**config.mk**
```make
export PLATFORM = sky130hd
export DESIGN_NAME = time_setter_flat
export DESIGN_NICKNAME = d
export VERILOG_FILES = /design/src/rtl/time_setter_if.sv /design/src/rtl/time_setter.sv /design/src/flat_wrapper.sv
export SDC_FILE = /design/constraint.sdc
export NUM_CORES = 1
export LEC_CHECK = 0
export CAP_MARGIN = 20
export CELL_PAD_IN_SITES_DETAIL_PLACEMENT = 1
export CELL_PAD_IN_SITES_GLOBAL_PLACEMENT = 1
export CORE_UTILIZATION = 48
export CTS_BUF_LIST = sky130_fd_sc_hd__clkbuf_8
export DETAILED_ROUTE_END_ITERATION = 6
export MAX_ROUTING_LAYER = met4
export PLACE_DENSITY = 0.92
export SETUP_SLACK_MARGIN = 0.05
export SLEW_MARGIN = 20
export SYNTH_ARGS = -nofsm -noshare
export SYNTH_HDL_FRONTEND = slang
export SYNTH_SLANG_ARGS = --single-unit
export TNS_END_PERCENT = 1
```
**constraint.sdc**
```tcl
create_clock -name clk -period 7.15 [get_ports clk]
set_input_delay 1.43 -clock clk [delete_from_list [all_inputs] [get_ports clk]]
set_output_delay 1.43 -clock clk [all_outputs]
set_load 0.02 [all_outputs]
```
**src/rtl/time_setter_if.sv**
```systemverilog
// Control/display bundle between the time_setter and its surrounding logic.
// The master drives the user inputs; the slave (time_setter) drives the outputs.
interface time_setter_if;
    logic        mode_switch;
    logic        sel;
    logic        inc;
    logic        dec;
    logic [12:0] q_target;
    logic [7:0]  min_bcd;
    logic [7:0]  sec_bcd;
    logic        field;
    logic        editing;
    logic        blink;
    logic        load_pulse;

    modport master (
        output mode_switch, sel, inc, dec,
        input  q_target, min_bcd, sec_bcd, field, editing, blink, load_pulse
    );

    modport slave (
        input  mode_switch, sel, inc, dec,
        output q_target, min_bcd, sec_bcd, field, editing, blink, load_pulse
    );
endinterface

```
**src/rtl/time_setter.sv**
```systemverilog
// Target-time editor: BCD minutes/seconds adjusted with inc/dec taps and
// hold-to-repeat, field select, blink strobe, and a reload pulse on exit.
module time_setter #(
    parameter int unsigned HOLD_CYCLES   = 50000000,
    parameter int unsigned REPEAT_CYCLES = 10000000,
    parameter int unsigned BLINK_CYCLES  = 25000000
) (
    input  logic         clk,
    input  logic         rst,
    time_setter_if.slave bus
);

    localparam logic [31:0] HOLD_LAST   = 32'(HOLD_CYCLES - 1);
    localparam logic [31:0] REPEAT_LAST = 32'(REPEAT_CYCLES - 1);
    localparam logic [31:0] BLINK_LAST  = 32'(BLINK_CYCLES - 1);

    typedef enum logic [1:0] {RUN, EDIT, HOLD_WAIT, REPEAT} state_t;

    state_t      r_state;
    logic [7:0]  r_min;
    logic [7:0]  r_sec;
    logic        r_field;
    logic        r_editing;
    logic        r_blink;
    logic        r_load;
    logic        r_prev_inc;
    logic        r_prev_dec;
    logic        r_dir_up;
    logic [31:0] r_hold_cnt;
    logic [31:0] r_blink_cnt;

    logic        w_rise_inc;
    logic        w_rise_dec;
    logic        w_held;
    logic        w_step;
    logic        w_up;

    // Wraps inside {top,9}..00 without ever producing an illegal nibble.
    function automatic logic [7:0] bcd_step(input logic [7:0] v, input logic up,
                                            input logic [3:0] top);
        logic [3:0] hi;
        logic [3:0] lo;
        hi = v[7:4];
        lo = v[3:0];
        if (up) begin
            if (hi == top && lo == 4'd9) return '0;
            if (lo == 4'd9)              return {hi + 4'd1, 4'd0};
            return {hi, lo + 4'd1};
        end
        if (v == 8'h00)  return {top, 4'd9};
        if (lo == 4'd0)  return {hi - 4'd1, 4'd9};
        return {hi, lo - 4'd1};
    endfunction

    assign w_rise_inc = bus.inc & ~r_prev_inc;
    assign w_rise_dec = bus.dec & ~r_prev_dec;
    // Holding is only valid for the button that started it, and never with both pressed.
    assign w_held     = (r_dir_up ? bus.inc : bus.dec) & ~(bus.inc & bus.dec);

    always_comb begin
        w_step = 1'b0;
        w_up   = r_dir_up;
        if (bus.mode_switch) begin
            case (r_state)
                EDIT: begin
                    if (w_rise_inc && !bus.dec) begin
                        w_step = 1'b1;
                        w_up   = 1'b1;
                    end else if (w_rise_dec && !bus.inc) begin
                        w_step = 1'b1;
                        w_up   = 1'b0;
                    end
                end
                HOLD_WAIT: w_step = w_held && (r_hold_cnt == HOLD_LAST);
                REPEAT:    w_step = w_held && (r_hold_cnt == REPEAT_LAST);
                default:   w_step = 1'b0;
            endcase
        end
    end

    always_ff @(posedge clk or negedge rst) begin
        if (!rst) begin
            r_state     <= RUN;
            r_min       <= 8'h00;
            r_sec       <= 8'h30;
            r_field     <= 1'b0;
            r_editing   <= 1'b0;
            r_blink     <= 1'b0;
            r_load      <= 1'b0;
            r_prev_inc  <= 1'b0;
            r_prev_dec  <= 1'b0;
            r_dir_up    <= 1'b0;
            r_hold_cnt  <= '0;
            r_blink_cnt <= '0;
        end else begin
            r_prev_inc <= bus.inc;
            r_prev_dec <= bus.dec;
            r_load     <= 1'b0;

            // Step uses the pre-toggle field when sel arrives in the same cycle.
            if (w_step) begin
                if (r_field) r_min <= bcd_step(r_min, w_up, 4'd9);
                else         r_sec <= bcd_step(r_sec, w_up, 4'd5);
            end

            case (r_state)
                RUN: begin
                    if (bus.mode_switch) begin
                        r_state   <= EDIT;
                        r_editing <= 1'b1;
                    end
                end
                default: begin
                    if (!bus.mode_switch) begin
                        r_state     <= RUN;
                        r_editing   <= 1'b0;
                        r_load      <= 1'b1;
                        r_blink     <= 1'b0;
                        r_blink_cnt <= '0;
                        r_hold_cnt  <= '0;
                    end else begin
                        if (bus.sel) r_field <= ~r_field;

                        if (w_step || bus.sel) begin
                            r_blink     <= 1'b0;
                            r_blink_cnt <= '0;
                        end else if (r_blink_cnt == BLINK_LAST) begin
                            r_blink     <= ~r_blink;
                            r_blink_cnt <= '0;
                        end else begin
                            r_blink_cnt <= r_blink_cnt + 32'd1;
                        end

                        case (r_state)
                            EDIT: begin
                                if (w_step) begin
                                    r_state    <= HOLD_WAIT;
                                    r_dir_up   <= w_up;
                                    r_hold_cnt <= '0;
                                end
                            end
                            HOLD_WAIT: begin
                                if (!w_held) begin
                                    r_state    <= EDIT;
                                    r_hold_cnt <= '0;
                                end else if (r_hold_cnt == HOLD_LAST) begin
                                    r_state    <= REPEAT;
                                    r_hold_cnt <= '0;
                                end else begin
                                    r_hold_cnt <= r_hold_cnt + 32'd1;
                                end
                            end
                            REPEAT: begin
                                if (!w_held) begin
                                    r_state    <= EDIT;
                                    r_hold_cnt <= '0;
                                end else if (r_hold_cnt == REPEAT_LAST) begin
                                    r_hold_cnt <= '0;
                                end else begin
                                    r_hold_cnt <= r_hold_cnt + 32'd1;
                                end
                            end
                            default: r_state <= RUN;
                        endcase
                    end
                end
            endcase
        end
    end

    assign bus.q_target   = 13'(r_min[7:4]) * 13'd600 + 13'(r_min[3:0]) * 13'd60
                          + 13'(r_sec[7:4]) * 13'd10  + 13'(r_sec[3:0]);
    assign bus.min_bcd    = r_min;
    assign bus.sec_bcd    = r_sec;
    assign bus.field      = r_field;
    assign bus.editing    = r_editing;
    assign bus.blink      = r_blink;
    assign bus.load_pulse = r_load;

endmodule

```
**src/flat_wrapper.sv**
```systemverilog
// flat-port wrapper written by rule: the top's interface ports become plain ports
module time_setter_flat 
#(
    parameter int unsigned HOLD_CYCLES   = 50000000,
    parameter int unsigned REPEAT_CYCLES = 10000000,
    parameter int unsigned BLINK_CYCLES  = 25000000
)
  (clk, rst, bus_mode_switch, bus_sel, bus_inc, bus_dec, bus_q_target, bus_min_bcd, bus_sec_bcd, bus_field, bus_editing, bus_blink, bus_load_pulse);
  time_setter_if bus_i ();
  input  logic clk;
  input  logic rst;
  input wire logic [$bits(bus_i.mode_switch)-1:0] bus_mode_switch;
  input wire logic [$bits(bus_i.sel)-1:0] bus_sel;
  input wire logic [$bits(bus_i.inc)-1:0] bus_inc;
  input wire logic [$bits(bus_i.dec)-1:0] bus_dec;
  output wire logic [$bits(bus_i.q_target)-1:0] bus_q_target;
  output wire logic [$bits(bus_i.min_bcd)-1:0] bus_min_bcd;
  output wire logic [$bits(bus_i.sec_bcd)-1:0] bus_sec_bcd;
  output wire logic [$bits(bus_i.field)-1:0] bus_field;
  output wire logic [$bits(bus_i.editing)-1:0] bus_editing;
  output wire logic [$bits(bus_i.blink)-1:0] bus_blink;
  output wire logic [$bits(bus_i.load_pulse)-1:0] bus_load_pulse;
  assign bus_i.mode_switch = bus_mode_switch;
  assign bus_i.sel = bus_sel;
  assign bus_i.inc = bus_inc;
  assign bus_i.dec = bus_dec;
  assign bus_q_target = bus_i.q_target;
  assign bus_min_bcd = bus_i.min_bcd;
  assign bus_sec_bcd = bus_i.sec_bcd;
  assign bus_field = bus_i.field;
  assign bus_editing = bus_i.editing;
  assign bus_blink = bus_i.blink;
  assign bus_load_pulse = bus_i.load_pulse;
  time_setter #(.HOLD_CYCLES(HOLD_CYCLES), .REPEAT_CYCLES(REPEAT_CYCLES), .BLINK_CYCLES(BLINK_CYCLES)) u_core (.clk(clk), .rst(rst), .bus(bus_i));
endmodule
```
==> flow_summary.json, run 1 <==
{
  "clk_pin_slew_worst_paths_ns": 0.10,
  "path_class": "reg -> out",
  "maxCapViolCount": 0,
  "initial_utilization_pct": 49.4,
  "die_y_um": 122,
  "nFillCells": 1649,
  "syn_avg_cell_area_sq_um": 8.98,
  "critPathSlowestCell": "clkdlybuf4s50_1",
  "grt_max_degree": 81,
  "grt_pass1_wl_mm": 32.0,
  "core_sq_um": 14000,
  "synth-edff-count": 0,
  "seq_area_frac_synth_pct": 32.3,
  "worst_slew_pin_slew_ns": 0.766,
  "hold_viol_final": 0,
  "insertion_delay_ns": 0.40,
  "cts_tree": "built",
  "grt_pass1_vias": 6558,
  "tns_ns": 0,
  "worstSetupEndpointType": "primary output",
  "clock_sinks": 89,
  "area_delta_synth_final_pct": 10.2,
  "drc_errors": 0,
  "max_freq_ghz": 0.146,
  "die_width_um": 122,
  "ioPinCount": 39,
  "gp_congestion": 0.890,
  "hold_buffers": 0,
  "synth_warnings": 0,
  "ys_ff_latch": 89,
  "netlist_instances": 770,
  "arrival_ns": 5.42,
  "grt_usage_pct": 28.0,
  "hold_path.class": "reg -> reg",
  "drt-initial-drc-count": 344,
  "synth_area_sq_um": 6910,
  "h-tree-depth": 3,
  "slew_headroom_pct": 48.9,
  "die-area_sq_um": 14900,
  "rsz0062_at_grt": "yes",
  "fin_nets": 888,
  "clock_skew_ns": 0.0172,
  "synth_cell_types": 75,
  "setup_viol": 0,
  "postSynth.asyncResetShare_pct": 100,
  "postRouteAntennaNets": 0,
  "finalMaxSlewViolations": 0,
  "period_minus_slack_ns": 6.85,
  "yosysTopAreaCellShare_pct": 31.5,
  "max_stage_delay_ns": 0.62,
  "drive_gt1_share_pct": 6.13,
  "status": "complete, no violations",
  "yosysTopAreaCell": "dfrtp_1",
  "totalWireLength_mm": 18.9,
  "dp_hpwl_mm": 14.1,
  "avgViaCountPerCell": 6.20,
  "required_ns": 5.72,
  "utilization_pct": 54.5,
  "worstPathCellList": "fa_1, inv_1, fa_1, inv_1, ha_1, a21o_1, a21oi_1, xnor2_1, fa_1, ha_1, ha_1, a21boi_0, o21ai_0, a21oi_1, xor2_1, clkdlybuf4s50_1",
  "vias": 6072,
  "cts_buffer_depth": 2,
  "num_rows": 43,
  "cts_root_buf": "clkbuf_8",
  "numCtsBuffers": 9,
  "syn_nets": 863,
  "dr.pass1.iters": 4,
  "crit_fanout": 10,
  "period_share_pct": 95.8,
  "num_antenna_cells": 0,
  "synth.area.top_cells": "dfrtp_1, ha_1, fa_1, xnor2_1, o21ai_0",
  "cts_setup_buffers": 0,
  "avgRoutedWirePerCell_um": 19.3,
  "start_kind": "flop",
  "antenna_found_initial": 0,
  "ys.flop_type": "dfrtp_1",
  "io_buffers": 38,
  "grt-ovfl-total": 0
}
==> synth_stat cells, drive strengths merged, types with 3 or more instances <==
cell type,n
or2,6
ha,72
o31ai,11
fa,15
nor3b,5
or4,3
dfrtp,87
nor3,19
a41oi,4
a211oi,8
buf,13
and3,10
o21ai,48
mux2i,5
nand3,43
xor2,20
a21o,9
nand2,59
and2,7
o22ai,3
nor4b,4
clkbuf,17
xnor2,30
nand4,15
a21oi,39
and4,5
nor4,9
nor2b,7
a31oi,28
a22o,6
or3,10
inv,45
nor2,63
a22oi,3
==> critical path, delay by kind of cell, from the launching register on <==
| kind | cells | cell delay [ns] |
|---|---|---|
| AOI/OAI and AO/OA | 5 | 0.96 |
| xor gates and xnor gates | 2 | 0.35 |
| adders and majority gates | 6 | 2.47 |
| buffers and inverters | 3 | 0.75 |
| DFF | 1 | 0.50 |
==> flip-flops by register name, indices dropped and copies added (netlist names) <==
| register | flops |
|---|---|
| u_core.bus.min_bcd | 8 |
| u_core.bus.load_pulse | 1 |
| u_core.bus.blink | 1 |
| u_core.bus.field | 1 |
| u_core.r_dir_up | 1 |
| u_core.r_prev_inc | 1 |
| u_core.r_state | 2 |
| u_core.r_blink_cnt | 32 |
| u_core.bus.sec_bcd | 8 |
| u_core.bus.editing | 1 |
| u_core.r_prev_dec | 1 |
| u_core.r_hold_cnt | 32 |
==> area by class of cell <==
| type | count | area, sq um | share of cell area (%) |
|---|---|---|---|
| Inverter | 45 | 169 | 2.22 |
| Timing Repair Buffer | 44 | 429 | 5.63 |
| Multi-Input combinational cell | 606 | 4380 | 57.5 |
| Clock inverter | 6 | 47.5 | 0.624 |
| Sequential cell | 89 | 2230 | 29.3 |
| Clock buffer | 10 | 138 | 1.81 |
| Tap cell | 180 | 225 | 2.96 |
==> cell families after synthesis <==
logic type	after synthesis	share of synthesized area, %
buffers and inverters	75	4.45
DFF	89	32.3
muxes	7	1.05
and+or+nand+nor	278	21.0
adders and majority gates	87	17.4
AOI/OAI and AO/OA	184	17.5
xor gates and xnor gates	50	6.34
==> cells in the final DEF, fill, tap and decap left out, types with 4 or more instances in the layout <==
| cell type | n |
|---|---|
| a211oi_1 | 8 |
| a21o_1 | 9 |
| a21oi_1 | 38 |
| a22o_1 | 6 |
| a31oi_1 | 27 |
| a41oi_1 | 4 |
| and2_1 | 6 |
| and3_1 | 10 |
| and4_1 | 5 |
| buf_4 | 6 |
| clkbuf_8 | 10 |
| clkdlybuf4s50_1 | 36 |
| dfrtp_1 | 86 |
| fa_1 | 15 |
| ha_1 | 72 |
| inv_1 | 44 |
| mux2i_1 | 5 |
| nand2_1 | 59 |
| nand3_1 | 43 |
| nand4_1 | 14 |
| nor2_1 | 62 |
| nor2b_1 | 7 |
| nor3_1 | 18 |
| nor3b_1 | 5 |
| nor4_1 | 8 |
| nor4b_1 | 4 |
| o21ai_0 | 46 |
| o31ai_1 | 11 |
| or2_2 | 5 |
| or3_1 | 10 |
| xnor2_1 | 30 |
| xor2_1 | 20 |
==> per-stage QoR <==
step | hold WS, ns | setup WS (ns) | area (sq um) | cells
floorplan | 0.466 | 1.19 | 6910 | 770
global placement | 0.468 | 0.675 | 7420 | 964
detailed placement | 0.498 | 0.450 | 7420 | 964
CTS | 0.512 | 0.0898 | 7610 | 980
global route | 0.529 | 0.0549 | 7620 | 980
finish | 0.510 | 0.302 | 7620 | 980
==> routing by layer <==
metal / global-route usage (%) / wire (um) / up-vias
li1: - / - / 2836
met1: 34.1 / 8180 / 3092
met2: 47.8 / 9820 / 113
met3: 3.98 / 598 / 31
met4: 8.87 / 306 / 0
met5: - / 0 / -
==> what timing repair did <==
item / 4_1_cts / 5_1_grt
pin swaps: 0 / 0
endpoints found under the setup margin: 1 / 3
resized for setup: 1 / 3
==> worst paths after layout <==
kind / start / end / slack (ns) / cells after the start
worst max-delay path: u_core.bus.min_bcd[0] / bus_q_target[11] / 0.30 / 16
worst min-delay path: u_core.r_hold_cnt[30] / u_core.r_hold_cnt[30] / 0.51 / 1
worst max register to register: u_core.r_hold_cnt[0] / u_core.r_hold_cnt[22] / 4.17 / 9
worst min register to register: u_core.r_hold_cnt[30] / u_core.r_hold_cnt[30] / 0.51 / 1
max in group asynchronous: rst / u_core.bus.min_bcd[0] / 5.30 / 2
min in group asynchronous: rst / u_core.r_blink_cnt[14] / 0.84 / 1
Power of run 1 is left out: the tool's default activity adds up to more than one toggle a clock period on the data nets, which glitch-free logic cannot reach.
==> inputs of run 2 (changes only) <==
--- a/config.mk
+++ b/config.mk
@@ -8,6 +8,7 @@
 export CAP_MARGIN = 20
 export CELL_PAD_IN_SITES_DETAIL_PLACEMENT = 1
 export CELL_PAD_IN_SITES_GLOBAL_PLACEMENT = 1
+export CORE_MARGIN = 3
 export CORE_UTILIZATION = 48
 export CTS_BUF_LIST = sky130_fd_sc_hd__clkbuf_8
 export DETAILED_ROUTE_END_ITERATION = 6
==> run 2 against run 1 <==
Cell area increased by 0.25%. Critical endpoint unchanged. Maximum frequency about the same. First-iteration DRC count is 1.5% higher. Setup slack got worse by 0.0045 ns. Via count down 0.69%. Critical path depth rose by 2. Non-clock buffer count is the same. Global-route usage shrank 2.8 points. Register-to-register slack improved by 0.06 ns. Sequential share of layout area is 0.056 points lower. Routed wire length rose by 2.2%. Count of clock-buffer cells in the layout fell by 1.
==> flow_summary.json, run 2 (synthesized netlist as in run 1, its figures left out) <==
{
  "status": "complete, no violations",
  "rr_worst_depth": 9,
  "clock_skew_ns": 0.0117,
  "post-place-ws_ns": 0.390,
  "final-seq-area_sq_um": 2230,
  "clock_sinks": 89,
  "core_sq_um": 14000,
  "period_minus_slack_ns": 6.85,
  "grtUsageMet3_pct": 4.71,
  "slew_headroom_pct": 51.2,
  "placed_cell_area_sq_um": 7420,
  "layout_commonest_cell": "dfrtp_1",
  "dp_hpwl_mm": 14.1,
  "arrival_ns": 5.42,
  "avgViaCountPerCell": 6.15,
  "cts_buffer_depth": 2,
  "cts_tree": "built",
  "critPathSlowestCell": "clkdlybuf4s50_1",
  "fin_ws_ns": 0.298,
  "insertion_delay_ns": 0.39,
  "gp_congestion": 0.875,
  "crit_end": "bus_q_target[11]",
  "grt_max_degree": 57,
  "numCtsBuffers": 9,
  "r2r_slack_ns": 4.23,
  "ioPinCount": 39,
  "cts_setup_buffers": 0,
  "drive_gt1_share_pct": 6.38,
  "rsz0062_at_grt": "yes",
  "met2_usage_pct": 44.1,
  "die_y_um": 126,
  "h-tree-depth": 3,
  "die_width_um": 126,
  "drt-initial-drc-count": 349,
  "met1_usage_pct": 30.1,
  "hold_path.class": "reg -> reg",
  "die-area_sq_um": 15900,
  "crit_fanout": 10,
  "setup_viol": 0,
  "timing.rr.start": "u_core.r_hold_cnt[0]",
  "area_delta_synth_final_pct": 10.5,
  "final_cell_mix": "dfrtp_1, ha_1, nor2_1, nand2_1, o21ai_0",
  "grt-ovfl-total": 0,
  "initial_utilization_pct": 49.4,
  "max_freq_ghz": 0.146,
  "reg_top3": "u_core.r_blink_cnt x32, u_core.r_hold_cnt x32",
  "required_ns": 5.72,
  "vias": 6030,
  "finalMaxSlewViolations": 0,
  "multi_input_area_sq_um": 4380,
  "maxCapViolCount": 0,
  "hold_viol_final": 0,
  "crit_cells": 18,
  "grt_pass1_wl_mm": 32.1,
  "io_buffers": 38,
  "antenna_found_initial": 0,
  "critPathBufInv": 3,
  "path_class": "reg -> out",
  "cts_root_buf": "clkbuf_8",
  "drc_errors": 0,
  "num_antenna_cells": 0,
  "finalInstanceArea_sq_um": 7640,
  "num_rows": 43,
  "dr.pass1.iters": 4,
  "period_share_pct": 95.8,
  "start_kind": "flop",
  "nFillCells": 1649,
  "worstReg2RegEnd": "u_core.r_hold_cnt[9]",
  "worst_slew_pin_slew_ns": 0.725,
  "crit_family": "adder cells",
  "worstPathCellList": "fa_1, inv_1, fa_1, inv_1, ha_1, a21o_1, a21oi_1, o21bai_1, a21oi_1, xnor2_1, ha_1, ha_1, ha_1, or2_2, a21oi_1, a21oi_1, xor2_1, clkdlybuf4s50_1",
  "max_stage_delay_ns": 0.61,
  "grt_usage_pct": 25.2,
  "top_usage_layer": "met2",
  "startpoint": "u_core.bus.min_bcd[0]",
  "totalWireLength_mm": 19.3,
  "tns_ns": 0,
  "worstSetupEndpointType": "primary output",
  "clk_pin_slew_worst_paths_ns": 0.09,
  "postRouteAntennaNets": 0,
  "grt_pass1_vias": 6505,
  "avgRoutedWirePerCell_um": 19.7,
  "fin_nets": 888
}
run 2: per-layer routing:
metal | up-vias | routed length (um) | share of wire [%]
li1 | 2841 | - | -
met1 | 3068 | 8230 | 43
met2 | 95 | 10200 | 53
met3 | 26 | 603 | 3.1
met4 | 0 | 252 | 1.3
met5 | - | 0 | 0
run 2: worst min path at each step:
stage | end | slack, ns | from | depth (start not counted)
after detailed placement | u_core.bus.editing | 0.50 | u_core.bus.editing | 2
after CTS | u_core.bus.editing | 0.51 | u_core.bus.editing | 2
after floorplan | u_core.r_hold_cnt[26] | 0.47 | u_core.r_hold_cnt[26] | 1
after global routing | u_core.r_blink_cnt[2] | 0.55 | u_core.r_blink_cnt[2] | 1
after global placement | u_core.bus.editing | 0.49 | u_core.bus.editing | 2
final | u_core.bus.editing | 0.51 | u_core.bus.editing | 2
run 2: through the flow:
step                      cells  utilization [%]  hold WS (ns)
after floorplan             770                -         0.466
after global placement      964             53.1         0.487
after detailed placement    964             53.1         0.498
after CTS                   980             54.5         0.506
after global routing        980             54.6         0.547
final                       980             54.6         0.507
run 2: repair_timing:
item | CTS | global route
gates resized for setup | 1 | 3
endpoints found under the setup margin | 1 | 4
hold buffers | 0 | 0
run 2: area by class of cell:
| type | count | area share, % |
|---|---|---|
| well taps | 180 | 2.95 |
| clock inverters | 7 | 1.05 |
| clock buffers | 9 | 1.62 |
| flip-flops and latches | 89 | 29.2 |
| multi-input cells | 606 | 57.4 |
| repair buffers | 44 | 5.57 |
| inverters | 45 | 2.21 |
run 2: worst min-delay path, delay by kind of cell, from the launching register on:
| family | cells | cell delay, ns |
|---|---|---|
| simple gates | 1 | 0.06 |
| compound gates | 1 | 0.06 |
| flops | 1 | 0.36 |
Power of run 2 is left out for the same reason.
